===== src/rtl/flappy_pkg.sv =====
// Shared constants and state encoding for the pipe obstacle sequencer.
package flappy_pkg;
   localparam int COORD_W = 12;
   localparam int DISP_W  = 640;
   localparam int DISP_H  = 480;

   typedef enum logic [1:0] {
      IDLE = 2'd0,
      RUN  = 2'd1,
      DEAD = 2'd2
   } pipe_state_t;
endpackage


===== src/rtl/gap_lfsr.sv =====
// 16-bit Galois LFSR (taps 16,14,13,11), free-running; only reset holds it.
module gap_lfsr #(
   parameter logic [15:0] LFSR_SEED = 16'hACE1
) (
   input  logic        i_clk,
   input  logic        i_rst,
   output logic [15:0] o_state
);
   always_ff @(posedge i_clk) begin
      if (i_rst)
         o_state <= LFSR_SEED;
      else
         o_state <= {1'b0, o_state[15:1]} ^ (o_state[0] ? 16'hB400 : 16'h0000);
   end
endmodule


===== src/rtl/pipe_scroller.sv =====
// Pipe pair scroll/respawn/score sequencer.
// Optional PIPE_SPEEDUP_EN: speed rises by one every 8 points, capped at 6.
//
// state | meaning
// IDLE  | pipe parked at spawn position, waiting for start
// RUN   | pipe scrolls on each animate strobe, scoring at the bird column
// DEAD  | positions and score frozen until start
module pipe_scroller
   import flappy_pkg::*;
#(
   parameter int          PIPE_HALF_W = 30,
   parameter int          GAP_HALF    = 60,
   parameter int          SPEED       = 2,
   parameter int          D_WIDTH     = DISP_W,
   parameter int          D_HEIGHT    = DISP_H,
   parameter int          BIRD_X      = 160,
   parameter int          GAP_MIN     = 100,
   parameter int          GAP_MAX     = 380,
   parameter logic [15:0] LFSR_SEED   = 16'hACE1
) (
   input  logic               i_clk,
   input  logic               i_rst,
   input  logic               i_animate,
   input  logic               i_start,
   input  logic               i_halt,
   output logic [COORD_W-1:0] o_top_x1,
   output logic [COORD_W-1:0] o_top_x2,
   output logic [COORD_W-1:0] o_top_y1,
   output logic [COORD_W-1:0] o_top_y2,
   output logic [COORD_W-1:0] o_bot_x1,
   output logic [COORD_W-1:0] o_bot_x2,
   output logic [COORD_W-1:0] o_bot_y1,
   output logic [COORD_W-1:0] o_bot_y2,
   output logic [7:0]         o_score,
   output logic               o_score_pulse,
   output logic [1:0]         o_state
);
   localparam logic [COORD_W-1:0] X_RESET   = COORD_W'(D_WIDTH + PIPE_HALF_W);
   localparam logic [COORD_W-1:0] GAP_RESET = COORD_W'(D_HEIGHT / 2);
   localparam logic [COORD_W-1:0] HALF_W    = COORD_W'(PIPE_HALF_W);
   localparam logic [COORD_W-1:0] GAP_H     = COORD_W'(GAP_HALF);
   localparam logic [COORD_W-1:0] BIRD      = COORD_W'(BIRD_X);
   localparam logic [COORD_W-1:0] GMIN      = COORD_W'(GAP_MIN);
   localparam logic [8:0]         RANGE     = 9'(GAP_MAX - GAP_MIN + 1);

   pipe_state_t        state_q, state_d;
   logic [COORD_W-1:0] x_q, x_d, gap_q, gap_d, step, x_dec;
   logic [7:0]         score_q, score_d;
   logic               pulse_q, pulse_d;
   logic [15:0]        lfsr;
   logic [8:0]         rnd, off;
   logic [COORD_W-1:0] gap_new;
   logic               unused_lfsr;

   gap_lfsr #(.LFSR_SEED(LFSR_SEED)) u_lfsr (
      .i_clk   (i_clk),
      .i_rst   (i_rst),
      .o_state (lfsr)
   );

   // RANGE >= 256 keeps a single conditional subtraction in range.
   assign rnd         = lfsr[8:0];
   assign off         = (rnd < RANGE) ? rnd : rnd - RANGE;
   assign gap_new     = GMIN + {3'd0, off};
   assign unused_lfsr = ^lfsr[15:9];

`ifdef PIPE_SPEEDUP_EN
   logic [3:0] speed_q, speed_d;
   assign step = {8'd0, speed_q};
`else
   assign step = COORD_W'(SPEED);
`endif
   assign x_dec = x_q - step;

   always_comb begin
      state_d = state_q;
      x_d     = x_q;
      gap_d   = gap_q;
      score_d = score_q;
      pulse_d = 1'b0;
`ifdef PIPE_SPEEDUP_EN
      speed_d = speed_q;
`endif
      case (state_q)
         IDLE: begin
            if (i_start) begin
               state_d = RUN;
               score_d = 8'd0;
`ifdef PIPE_SPEEDUP_EN
               speed_d = 4'(SPEED);
`endif
            end
         end
         RUN: begin
            if (i_halt) begin
               state_d = DEAD;
            end else if (i_animate) begin
               if (x_q < HALF_W + step) begin
                  x_d   = X_RESET;
                  gap_d = gap_new;
               end else begin
                  x_d = x_dec;
                  if (x_q >= BIRD && x_dec < BIRD) begin
                     pulse_d = 1'b1;
                     if (score_q != 8'hFF)
                        score_d = score_q + 8'd1;
`ifdef PIPE_SPEEDUP_EN
                     if (score_d[2:0] == 3'd0 && speed_q < 4'd6)
                        speed_d = speed_q + 4'd1;
`endif
                  end
               end
            end
         end
         DEAD: begin
            if (i_start) begin
               state_d = IDLE;
               x_d     = X_RESET;
               gap_d   = GAP_RESET;
            end
         end
         default: state_d = IDLE;
      endcase
   end

   always_ff @(posedge i_clk) begin
      if (i_rst) begin
         state_q <= IDLE;
         x_q     <= X_RESET;
         gap_q   <= GAP_RESET;
         score_q <= 8'd0;
         pulse_q <= 1'b0;
      end else begin
         state_q <= state_d;
         x_q     <= x_d;
         gap_q   <= gap_d;
         score_q <= score_d;
         pulse_q <= pulse_d;
      end
   end

`ifdef PIPE_SPEEDUP_EN
   always_ff @(posedge i_clk) begin
      if (i_rst)
         speed_q <= 4'(SPEED);
      else
         speed_q <= speed_d;
   end
`endif

   assign o_top_x1      = x_q - HALF_W;
   assign o_top_x2      = x_q + HALF_W;
   assign o_top_y1      = '0;
   assign o_top_y2      = gap_q - GAP_H;
   assign o_bot_x1      = x_q - HALF_W;
   assign o_bot_x2      = x_q + HALF_W;
   assign o_bot_y1      = gap_q + GAP_H;
   assign o_bot_y2      = COORD_W'(D_HEIGHT - 1);
   assign o_score       = score_q;
   assign o_score_pulse = pulse_q;
   assign o_state       = state_q;
endmodule

===== config.mk =====
export PLATFORM = sky130hd
export DESIGN_NAME = pipe_scroller
export DESIGN_NICKNAME = d
export VERILOG_FILES = /design/src/rtl/flappy_pkg.sv /design/src/rtl/gap_lfsr.sv /design/src/rtl/pipe_scroller.sv
export SDC_FILE = /design/constraint.sdc
export NUM_CORES = 1
export LEC_CHECK = 0
export BUFFER_PORTS_ARGS = -buffer_cell sky130_fd_sc_hd__clkbuf_2
export CORE_ASPECT_RATIO = 0.6
export CORE_UTILIZATION = 56
export CTS_CLUSTER_SIZE = 30
export DETAILED_ROUTE_END_ITERATION = 7
export PLACE_DENSITY_LB_ADDON = 0.1
export SETUP_SLACK_MARGIN = 0.2
export SYNTH_ARGS = -nofsm -noshare
export SYNTH_HDL_FRONTEND = slang
export SYNTH_SLANG_ARGS = --single-unit
export TNS_END_PERCENT = 20

===== constraint.sdc =====
create_clock -name i_clk -period 5.3 [get_ports i_clk]
set_clock_uncertainty 0.2 [all_clocks]
set_input_delay 0.795 -clock i_clk [delete_from_list [all_inputs] [get_ports i_clk]]
set_output_delay 0.795 -clock i_clk [all_outputs]
set_load 0.01 [all_outputs]

# Word-level counts from Yosys, hierarchy flattened
# Index checks and enable logic that the tools add are counted.
# word_totals
ff_bits,51
input_bits,5
output_inout_bits,107
# classes
reduce_logical,9
add_sub_neg,8
mux,24
bitwise,3
n_eq_ne,12
magnitude_cmp,4
# ops
cell,count
$mux 12,8
$mux 8,6
$pmux 12 s2,2
$ne 2x2->1 const B,9
$mux 16,1
$pmux 8 s2,1
$xor 15x16->16,1
$add 12x5->12 const B,1
$add 12x6->12 const B,1
$ge 12x8->1 const B,1
$lt 12x6->1 const B,1
$lt 12x8->1 const B,1
$sub 12x2->12 const B,1
$sub 12x5->12 const B,1
$sub 12x6->12 const B,1
$add 7x9->10 const A,1
$lt 9x9->1 const B,1
$mux 9,1
$sub 9x9->9 const B,1
$add 8x1->8 const B,1
$ne 8x8->1 const B,1
$reduce_and 7->1,1
$mux 2,3
$pmux 2 s3,1
other kinds (11),13

# Longest topological paths before layout
# Gate-level depths: netlist of run 1.
# logic_depth
depth_word,8
mapped_depth,10

# Modules after synthesis
# From an unflattened synthesis of run 1, not the netlist that was laid out.
# unflattened
cells_unflattened,428
area_unflattened_um2,3379.5
# modules_own_cells
mod,seq_area_each_um2,n_inst,area_per_inst_um2,cells_per_inst
pipe_scroller,640.6,1,2916.5,392
gap_lfsr,320.3,1,462.9,36

# Worst setup path after synthesis of run 1
# No wires, ideal clock.
# synth_timing
path_kind,reg-to-reg
startpoint,reg x_q[1]
endpoint,"reg score_q[4], in the netlist o_score[4]"
stages_incl_launch_ff,10
setup_slack_ns,2.409
arrival_time_ns,2.575
setup_time_ns,0.116
n_path_buf,1
path_cell_list,dfxtp_1 inv_1 ha_1 or3b_2 clkbuf_1 mux2i_1 o211a_1 a2111oi_4 a21oi_1 a31o_2
# synth_via
elab_chain_cells,5
# synth_lines
element,line_no,rtl
"start, declared",pipe_scroller.sv:47,"logic [COORD_W-1:0] x_q, x_d, gap_q, gap_d, step, x_dec;"
"start signal, assigned",pipe_scroller.sv:129,x_q <= X_RESET;
"start signal, assigned",pipe_scroller.sv:135,x_q <= x_d;
$sub 12x2->12,pipe_scroller.sv:73,assign x_dec = x_q - step;
$lt 12x8->1,pipe_scroller.sv:103,if (x_q >= BIRD && x_dec < BIRD) begin
$logic_and 1x1->1,pipe_scroller.sv:103,
$ne 2x2->1 (no line),n/a,
$reduce_and 7->1 (no line) *,n/a,
"end signal, assigned",pipe_scroller.sv:137,score_q <= score_d;
"end, declared",pipe_scroller.sv:48,"logic [7:0] score_q, score_d;"
# Every way passes the cells marked *; elsewhere a longest branch is shown, timed or not.
# A chain may end at the register's enable or synchronous reset.

# Final worst setup path of run 1
# layout_timing
startpoint,reg x_q[1]
endpoint,out o_top_x2[9]
# layout_via
elab_chain_cells,1
# layout_lines
element,line_no,rtl
$add 12x5->12,pipe_scroller.sv:152,assign o_top_x2 = x_q + HALF_W;
"end, declared",pipe_scroller.sv:27,"output logic [COORD_W-1:0] o_top_x2,"
# Every way passes these cells.

==> results.py, run 1 <==
metrics = {
    "outcome": {
        "status": "finished, final reports clean",
    },
    "global_route": {
        "grt_pass1_wl_um": 12400,
        "grt_pass1_vias": 2485,
        "grtUsageTotal": 0.230,
        "grt_max_degree": 48,
        "antenna_found_initial": 0,
        "overflow": 0,
    },
    "floorplanning": {
        "io-pin-count": 112,
        "initial_core_util": 0.602,
        "rows": 21,
        "dieWidth_um": 104,
        "die_height_um": 63.2,
        "coreArea_um2": 5810,
        "dieArea_um2": 6580,
    },
    "critical_path": {
        "rr_endpoint": "o_score[7]",
        "ff2ff_path_depth": 6,
        "rr_startpoint": "x_q[5]",
        "cp-start-kind": "register",
        "rrSetupSlack_ns": 2.09,
        "cp-end-kind": "output pin",
        "worstPathRequired_ns": 4.30,
        "crit_fanout": 9,
        "cp.arrival_ns": 2.47,
        "critical_path_class": "reg2out",
    },
    "hold_path": {
        "hold_depth": 1,
        "min_delay_worst_endpoint": "u_lfsr.o_state[11]",
        "worstHoldPathType": "reg2reg",
        "hp-start": "u_lfsr.o_state[12]",
    },
    "clock_tree": {
        "cts_tree": "yes",
        "htreeDepth": 2,
        "cts_resized": 0,
        "ctsHoldBuffers": 0,
        "clock-root-buffer": "clkbuf_8",
        "cts_buffers": 5,
        "cts.clk_slew.worst_paths_ns": 0.09,
        "clk_latency_ns": 0.30,
        "post-cts-setup-buffers": 0,
        "clock_sinks": 48,
        "clockBufferDepth": 2,
    },
    "finish": {
        "nets": 492,
        "syn2layout_area_growth_pct": 4.94,
        "drive_gt1_frac": 0.225,
        "num-fill-cells": 547,
        "antenna_cells": 0,
        "final_area_um2": 3670,
        "final_util": 0.632,
    },
    "yosys": {
        "synth_cell_types": 59,
        "synthTopCellsByCount": "buf_4, dfxtp_1, nor2_1, nand2_1, xnor2_1",
        "synth_edf_count": 0,
        "async_flop_share": 0,
        "synth_area_leader_cell": "dfxtp_1",
        "synth.most_common_cell": "buf_4",
        "ys_seq_area_frac": 0.275,
        "syn_area_per_cell_um2": 7.83,
        "dominantRegCellSynth": "dfxtp_1",
        "synth_area_leaders": "dfxtp_1, buf_4, xnor2_1",
        "syn_inst": 447,
        "netlist.area_leader.share": 0.275,
        "netlist_area_um2": 3500,
        "synth-seq-cells": 48,
        "yosys_warnings": 0,
    },
    "drt": {
        "drt_wl_total_um": 7790,
        "first_iter_violations": 239,
        "drc": 0,
        "dr.pass1.iters": 5,
        "antenna_left": 0,
        "post_drt_wl_per_cell_um": 13.9,
        "vias": 3166,
        "vias_per_cell": 5.64,
    },
    "timing": {
        "fin_crit_sh": 0.654,
        "setup_viol": 0,
        "fmax_mhz": 289,
        "max-slew-margin-rel": 0.417,
        "worstMarginPinSlew_ns": 0.874,
        "rsz0062_at_grt": "false",
        "totalNegativeSetupSlack_ns": 0,
        "hold_violations": 0,
        "fin_crit_ns": 3.47,
        "maxSlewViolCount": 0,
    },
    "place": {
        "place_area_um2": 3560,
        "place_congestion": 0.901,
        "io_buffers": 82,
        "hpwlAfterDp_um": 5700,
    },
    "job": {
        "drv_cap": 0,
    },
    "pwr": {
        "leakage_nw": 1.62,
        "p_per_area_nw_per_um2": 198,
        "ir_worst_vdd_mv": 0.137,
    },
}
## registers in the layout, indices dropped and copies added (netlist names)
signal          flops
gap_q              10
o_score             8
o_score_pulse       1
o_state             2
u_lfsr.o_state     16
x_q                11
## cell usage in the layout (no fill, tap or decap), types with 3 or more instances in the layout
cell,n
a21oi_1,21
conb_1,29
xor2_1,14
or3_1,7
a22oi_1,5
and3_1,3
dfxtp_1,48
nor3_1,12
inv_1,16
nor2_1,33
xnor2_1,22
o21ai_0,14
nor2b_1,14
ha_1,7
mux2i_1,4
clkbuf_2,82
nor3b_1,3
o31ai_1,5
or4_1,5
clkbuf_8,5
nand2_1,29
or2_2,10
nor4_1,3
a31oi_1,6
a211oi_1,6
nand4_1,6
nand2b_1,11
nand3_1,20
## cell type report
type,instances,area (um2),share of cell area
clock buffers,6,72.6,0.0198
inverters,16,60.1,0.0164
multi-input cells,327,2030,0.554
clock inverters,2,35.0,0.00954
flip-flops and latches,48,961,0.262
repair buffers,82,410,0.112
well taps,80,100,0.0273
## critical path, cell delays in order (launching register included)
cell	delay (ns)
dfxtp_1	0.40
inv_1	0.15
ha_1	0.32
nor3b_1	0.75
nor2_1	0.14
xnor2_1	0.23
clkbuf_2	0.17
## power breakdown
| part | internal (mW) | leakage, nW | switching (mW) |
|---|---|---|---|
| Sequential | 0.370 | 0.392 | 0.0111 |
| Combinational | 0.0286 | 1.17 | 0.0534 |
| Clock | 0.140 | 0.0552 | 0.124 |
## worst max path at each step
stage,slack [ns],startpoint,endpoint
after detailed placement,2.05,i_halt,o_score[4]
after floorplan,2.41,x_q[1],o_score[4]
after global routing,1.66,x_q[1],o_top_x2[9]
after global placement,2.11,i_halt,o_score[4]
final,1.83,x_q[1],o_top_x2[9]
after CTS,1.90,x_q[1],o_top_x2[9]
## cell families after synthesis
kind of cell | count (synthesis) | share of synthesized area
and+or+nand+nor | 165 | 0.251
buffers and inverters | 99 | 0.173
AOI/OAI and AO/OA | 86 | 0.172
DFF | 48 | 0.275
xor gates and xnor gates | 36 | 0.0901
adders and majority gates | 7 | 0.0250
muxes | 4 | 0.0114
other | 2 | 0.00215
## metal layers
metal	track usage	routed length, um
met4	0.0375	48
met3	0.0487	630
met1	0.358	4020
met5	0	0
met2	0.321	3090
## per-stage QoR
stage	hold WS (ns)	worst slack, ns	instances	total power [mW]
final	0.232	1.83	561	0.727
after CTS	0.234	1.90	561	0.729
after floorplan	0.189	2.41	474	0.469
after global placement	0.194	2.11	553	0.469
after global routing	0.257	1.66	561	0.756
after detailed placement	0.210	2.05	553	0.470
No activity file was read; power rests on OpenSTA's default activity.
==> inputs of run 2 (changes only) <==
--- a/config.mk
+++ b/config.mk
@@ -7,7 +7,7 @@
 export LEC_CHECK = 0
 export BUFFER_PORTS_ARGS = -buffer_cell sky130_fd_sc_hd__clkbuf_2
 export CORE_ASPECT_RATIO = 0.6
-export CORE_UTILIZATION = 56
+export CORE_UTILIZATION = 52
 export CTS_CLUSTER_SIZE = 30
 export DETAILED_ROUTE_END_ITERATION = 7
 export PLACE_DENSITY_LB_ADDON = 0.1
==> constraint.sdc (replaced) <==
create_clock -name i_clk -period 3.3 [get_ports i_clk]
set_clock_uncertainty 0.2 [all_clocks]
set_input_delay 0.495 -clock i_clk [delete_from_list [all_inputs] [get_ports i_clk]]
set_output_delay 0.495 -clock i_clk [all_outputs]
set_load 0.01 [all_outputs]
==> results.py, run 2 (synthesis results as in run 1) <==
metrics = {
    "global_route": {
        "overflow": 0,
        "grt_pass1_vias": 2475,
        "antenna_found_initial": 0,
        "grt_pass1_wl_um": 12100,
        "grtUsageTotal": 0.219,
        "grt_max_degree": 27,
    },
    "timing": {
        "setup_viol": 0,
        "totalNegativeSetupSlack_ns": 0,
        "fin_ws_ns": 0.319,
        "maxSlewViolCount": 0,
        "fin_crit_sh": 0.903,
        "fmax_mhz": 335,
        "rsz0062_at_grt": "false",
        "worstMarginPinSlew_ns": 0.744,
        "max-slew-margin-rel": 0.500,
        "hold_violations": 0,
        "fin_crit_ns": 2.98,
    },
    "floorplanning": {
        "dieWidth_um": 108,
        "initial_core_util": 0.555,
        "coreArea_um2": 6300,
        "die_height_um": 65.5,
        "io-pin-count": 112,
        "dieArea_um2": 7070,
        "rows": 22,
    },
    "clock_tree": {
        "clk_latency_ns": 0.32,
        "clock_sinks": 48,
        "cts_tree": "yes",
        "htreeDepth": 2,
        "ctsHoldBuffers": 0,
        "cts_resized": 0,
        "cts_buffers": 5,
        "post-cts-setup-buffers": 0,
        "clockBufferDepth": 2,
        "clock-root-buffer": "clkbuf_8",
        "cts.clk_slew.worst_paths_ns": 0.10,
    },
    "place": {
        "place_congestion": 0.894,
        "dp_slack_ns": 0.370,
        "post-place-cells": 565,
        "io_buffers": 82,
        "place_area_um2": 3630,
        "hpwlAfterDp_um": 5740,
    },
    "finish": {
        "largest_register": "u_lfsr.o_state",
        "ff_latch_area_um2": 961,
        "largest_reg_flops": 16,
        "num-fill-cells": 590,
        "finalNonFillerCells": 573,
        "drive_gt1_frac": 0.237,
        "layout_commonest_cell": "clkbuf_2",
        "syn2layout_area_growth_pct": 6.80,
        "top_regs": "u_lfsr.o_state (16), x_q (11), gap_q (10)",
        "final_area_um2": 3740,
        "nets": 500,
        "antenna_cells": 0,
        "multiInputGateArea_um2": 2030,
        "final_util": 0.593,
        "layout_common_cells": "clkbuf_2, dfxtp_1, nor2_1",
    },
    "hold_path": {
        "hp-start": "u_lfsr.o_state[12]",
        "hold_depth": 1,
        "min_delay_worst_endpoint": "u_lfsr.o_state[11]",
        "worstHoldPathType": "reg2reg",
    },
    "critical_path": {
        "rr_startpoint": "x_q[2]",
        "rrSetupSlack_ns": 0.32,
        "crit_fanout": 8,
        "cp-start-kind": "register",
        "ff2ff_path_depth": 8,
        "rr_endpoint": "o_score[4]",
        "worstPathRequired_ns": 3.31,
        "cp.arrival_ns": 2.99,
        "cp-end-kind": "register",
        "critical_path_class": "reg2reg",
    },
    "pwr": {
        "ir_worst_vdd_mv": 0.193,
        "leakage_nw": 1.66,
        "p_per_area_nw_per_um2": 316,
    },
    "job": {
        "drv_cap": 0,
    },
    "drt": {
        "dr.pass1.iters": 5,
        "post_drt_wl_per_cell_um": 13.3,
        "vias": 3095,
        "drc": 0,
        "first_iter_violations": 286,
        "drt_wl_total_um": 7610,
        "vias_per_cell": 5.40,
        "antenna_left": 0,
    },
    "outcome": {
        "status": "finished, final reports clean",
    },
}
-- run 2: changes by cell type in the layout (fill, tap and decap cells not counted) --
cell	before	now
buf_4	0	8
-- run 2: critical path, stage by stage (launching register included) --
cell,delay [ns]
dfxtp_1,0.39
inv_1,0.08
ha_1,0.25
or3b_2,0.59
mux2i_1,0.20
o211a_1,0.26
a2111oi_4,0.54
a21oi_1,0.13
a31o_2,0.23
-- run 2: per-layer routing --
| layer | global-route usage | wire, um | vias up |
|---|---|---|---|
| met2 | 0.307 | 3020 | 129 |
| met1 | 0.323 | 3910 | 1407 |
| met3 | 0.0625 | 617 | 9 |
| li1 | - | - | 1550 |
| met5 | 0 | 0 | - |
| met4 | 0.0565 | 64 | 0 |
-- run 2: worst max-delay path by stage --
stage / start / endpoint / slack, ns / cells after the start
finish: x_q[2] / o_score[4] / 0.32 / 8
global route: x_q[1] / o_score[5] / 0.20 / 8
CTS: x_q[1] / o_score[4] / 0.34 / 8
detailed placement: x_q[1] / o_score[4] / 0.37 / 8
global placement: x_q[1] / o_score[4] / 0.45 / 8
floorplan: x_q[1] / o_score[4] / 0.41 / 9
-- run 2: final cells by class --
| cell class | instances | share of cell area |
|---|---|---|
| flip-flops and latches | 48 | 0.257 |
| multi-input cells | 327 | 0.544 |
| clock buffers | 6 | 0.0194 |
| clock inverters | 2 | 0.00938 |
| inverters | 16 | 0.0161 |
| well taps | 84 | 0.0281 |
| repair buffers | 90 | 0.126 |
-- run 2: metrics by stage --
stage               hold slack [ns]  power (mW)
CTS                           0.225        1.19
detailed placement            0.207       0.758
finish                        0.216        1.18
floorplan                     0.189       0.753
global placement              0.197       0.756
global route                  0.246        1.23
-- run 2: power by group --
| part | internal [mW] | leakage [nW] | switching [mW] |
|---|---|---|---|
| sequential | 0.594 | 0.392 | 0.0162 |
| combinational | 0.0478 | 1.22 | 0.0878 |
| clock | 0.225 | 0.0552 | 0.209 |
==> inputs of run 3 (changes only) <==
--- a/config.mk
+++ b/config.mk
@@ -7,6 +7,7 @@
 export LEC_CHECK = 0
 export BUFFER_PORTS_ARGS = -buffer_cell sky130_fd_sc_hd__clkbuf_2
 export CORE_ASPECT_RATIO = 0.6
+export CORE_MARGIN = 8
 export CORE_UTILIZATION = 52
 export CTS_CLUSTER_SIZE = 30
 export DETAILED_ROUTE_END_ITERATION = 7
==> results.py, run 3 (synthesis results as in run 1) <==
metrics = {
    "outcome": {
        "status": "finished, final reports clean",
    },
    "finish": {
        "largest_register": "u_lfsr.o_state",
        "layout_common_cells": "clkbuf_2, dfxtp_1, nor2_1",
        "finalNonFillerCells": 574,
        "layout_commonest_cell": "clkbuf_2",
        "top_regs": "u_lfsr.o_state (16), x_q (11), gap_q (10)",
        "antenna_cells": 0,
        "num-fill-cells": 653,
        "syn2layout_area_growth_pct": 6.19,
        "largest_reg_flops": 16,
        "nets": 498,
        "drive_gt1_frac": 0.238,
    },
    "place": {
        "post-place-cells": 566,
        "io_buffers": 82,
        "dp_slack_ns": 0.360,
        "place_congestion": 0.853,
        "hpwlAfterDp_um": 6420,
    },
    "global_route": {
        "grtUsageTotal": 0.168,
        "grt_pass1_vias": 2767,
        "overflow": 0,
        "grt_pass1_wl_um": 13600,
        "antenna_found_initial": 0,
        "grt_max_degree": 34,
    },
    "pwr": {
        "internal-power_mw": 0.793,
        "p_seq_frac": 0.549,
        "p_sw_mw": 0.320,
        "power_frac_comb": 0.123,
        "ir_worst_vdd_mv": 0.346,
        "swShare": 0.288,
        "clockPowerShare": 0.328,
        "leakage_nw": 1.64,
        "p_per_area_nw_per_um2": 300,
        "finalPower_mw": 1.11,
    },
    "timing": {
        "hold_slack_ns": 0.230,
        "worstMarginPinSlew_ns": 0.702,
        "hold_violations": 0,
        "fmax_mhz": 335,
        "maxSlewViolCount": 0,
        "rsz0062_at_grt": "true",
        "fin_ws_ns": 0.316,
        "totalNegativeSetupSlack_ns": 0,
        "max-slew-margin-rel": 0.528,
        "fin_crit_sh": 0.904,
        "fin_crit_ns": 2.98,
        "setup_viol": 0,
    },
    "critical_path": {
        "cp-end-kind": "register",
        "crit_buf_inv": 1,
        "path_cells": "inv_1, ha_1, or3b_2, a21oi_1, o21ai_1, a2111oi_4, a21oi_1, a31o_2",
        "critPathTopFamily": "compound AO/OA/AOI/OAI gates",
        "crit_slowest_cell": "a2111oi_4",
        "max_stage_delay_ns": 0.63,
        "path_common_cell": "a21oi_1",
        "worstPathRequired_ns": 3.31,
        "cp-start-kind": "register",
        "critical_path_class": "reg2reg",
        "cp.arrival_ns": 3.00,
        "crit_fanout": 8,
    },
    "clock_tree": {
        "cts.clk_slew.worst_paths_ns": 0.09,
        "htreeDepth": 2,
        "cts_buffers": 5,
        "clk_latency_ns": 0.31,
        "clock_sinks": 48,
        "clockBufferDepth": 2,
        "post-cts-setup-buffers": 0,
        "cts_tree": "yes",
        "clock-root-buffer": "clkbuf_8",
    },
    "floorplanning": {
        "dieWidth_um": 122,
        "die_height_um": 79.5,
        "rows": 23,
        "io-pin-count": 112,
        "coreArea_um2": 6590,
        "dieArea_um2": 9690,
        "initial_core_util": 0.531,
    },
    "drt": {
        "drt_wl_total_um": 8290,
        "post_drt_wl_per_cell_um": 14.4,
        "drc": 0,
        "first_iter_violations": 304,
        "antenna_left": 0,
        "vias": 3085,
        "dr.pass1.iters": 5,
        "vias_per_cell": 5.37,
    },
    "hold_path": {
        "worstHoldPathType": "reg2reg",
    },
    "job": {
        "drv_cap": 0,
    },
}
## run 3: cell types whose count changed in the layout (fill, tap and decap cells not counted), sizes merged
cell      change
buf           -2
bufinv        -1
clkbuf        -1
clkinvlp      +2
## run 3: timing repair
item,4_1_cts,5_1_grt
setup endpoints to repair,0,5
hold buffers,0,0
gates resized for setup,0,1
## run 3: through the flow
stage,util,instance area (um2)
after detailed placement,0.549,3620
after CTS,0.563,3710
after floorplan,-,3600
after global routing,0.564,3710
final,0.564,3710
after global placement,0.549,3620
## run 3: path summary, 6_finish.rpt
path	from	end	slack (ns)	cells past startpoint
setup / recovery	x_q[1]	o_score[4]	0.32	8
hold / removal	u_lfsr.o_state[12]	u_lfsr.o_state[11]	0.23	1
setup reg to reg	x_q[1]	o_score[4]	0.32	8
hold reg to reg	u_lfsr.o_state[12]	u_lfsr.o_state[11]	0.23	1
## run 3: area by class of cell
| cell class | count | area, um2 | share of cell area |
|---|---|---|---|
| Sequential cell | 48 | 961 | 0.259 |
| Inverter | 16 | 60.1 | 0.0162 |
| Clock inverter | 3 | 23.8 | 0.00640 |
| Clock buffer | 5 | 68.8 | 0.0185 |
| Tap cell | 87 | 109 | 0.0293 |
| Multi-Input combinational cell | 327 | 2040 | 0.548 |
| Timing Repair Buffer | 88 | 455 | 0.123 |
## run 3: power by group through the flow
stage	Combinational [mW]	Sequential (mW)	Clock [mW]
2_1_floorplan	0.137	0.617	0
3_5_place_dp	0.134	0.624	0
4_1_cts	0.135	0.611	0.378
6_report	0.137	0.611	0.365
5_1_grt	0.152	0.614	0.402
3_3_place_gp	0.133	0.624	0
## run 3: routing by layer
| layer | GRT usage | part of all wire |
|---|---|---|
| met1 | 0.238 | 0.49 |
| met2 | 0.249 | 0.42 |
| met3 | 0.0487 | 0.086 |
| met4 | 0.0306 | 0.0022 |
| met5 | 0 | 0 |
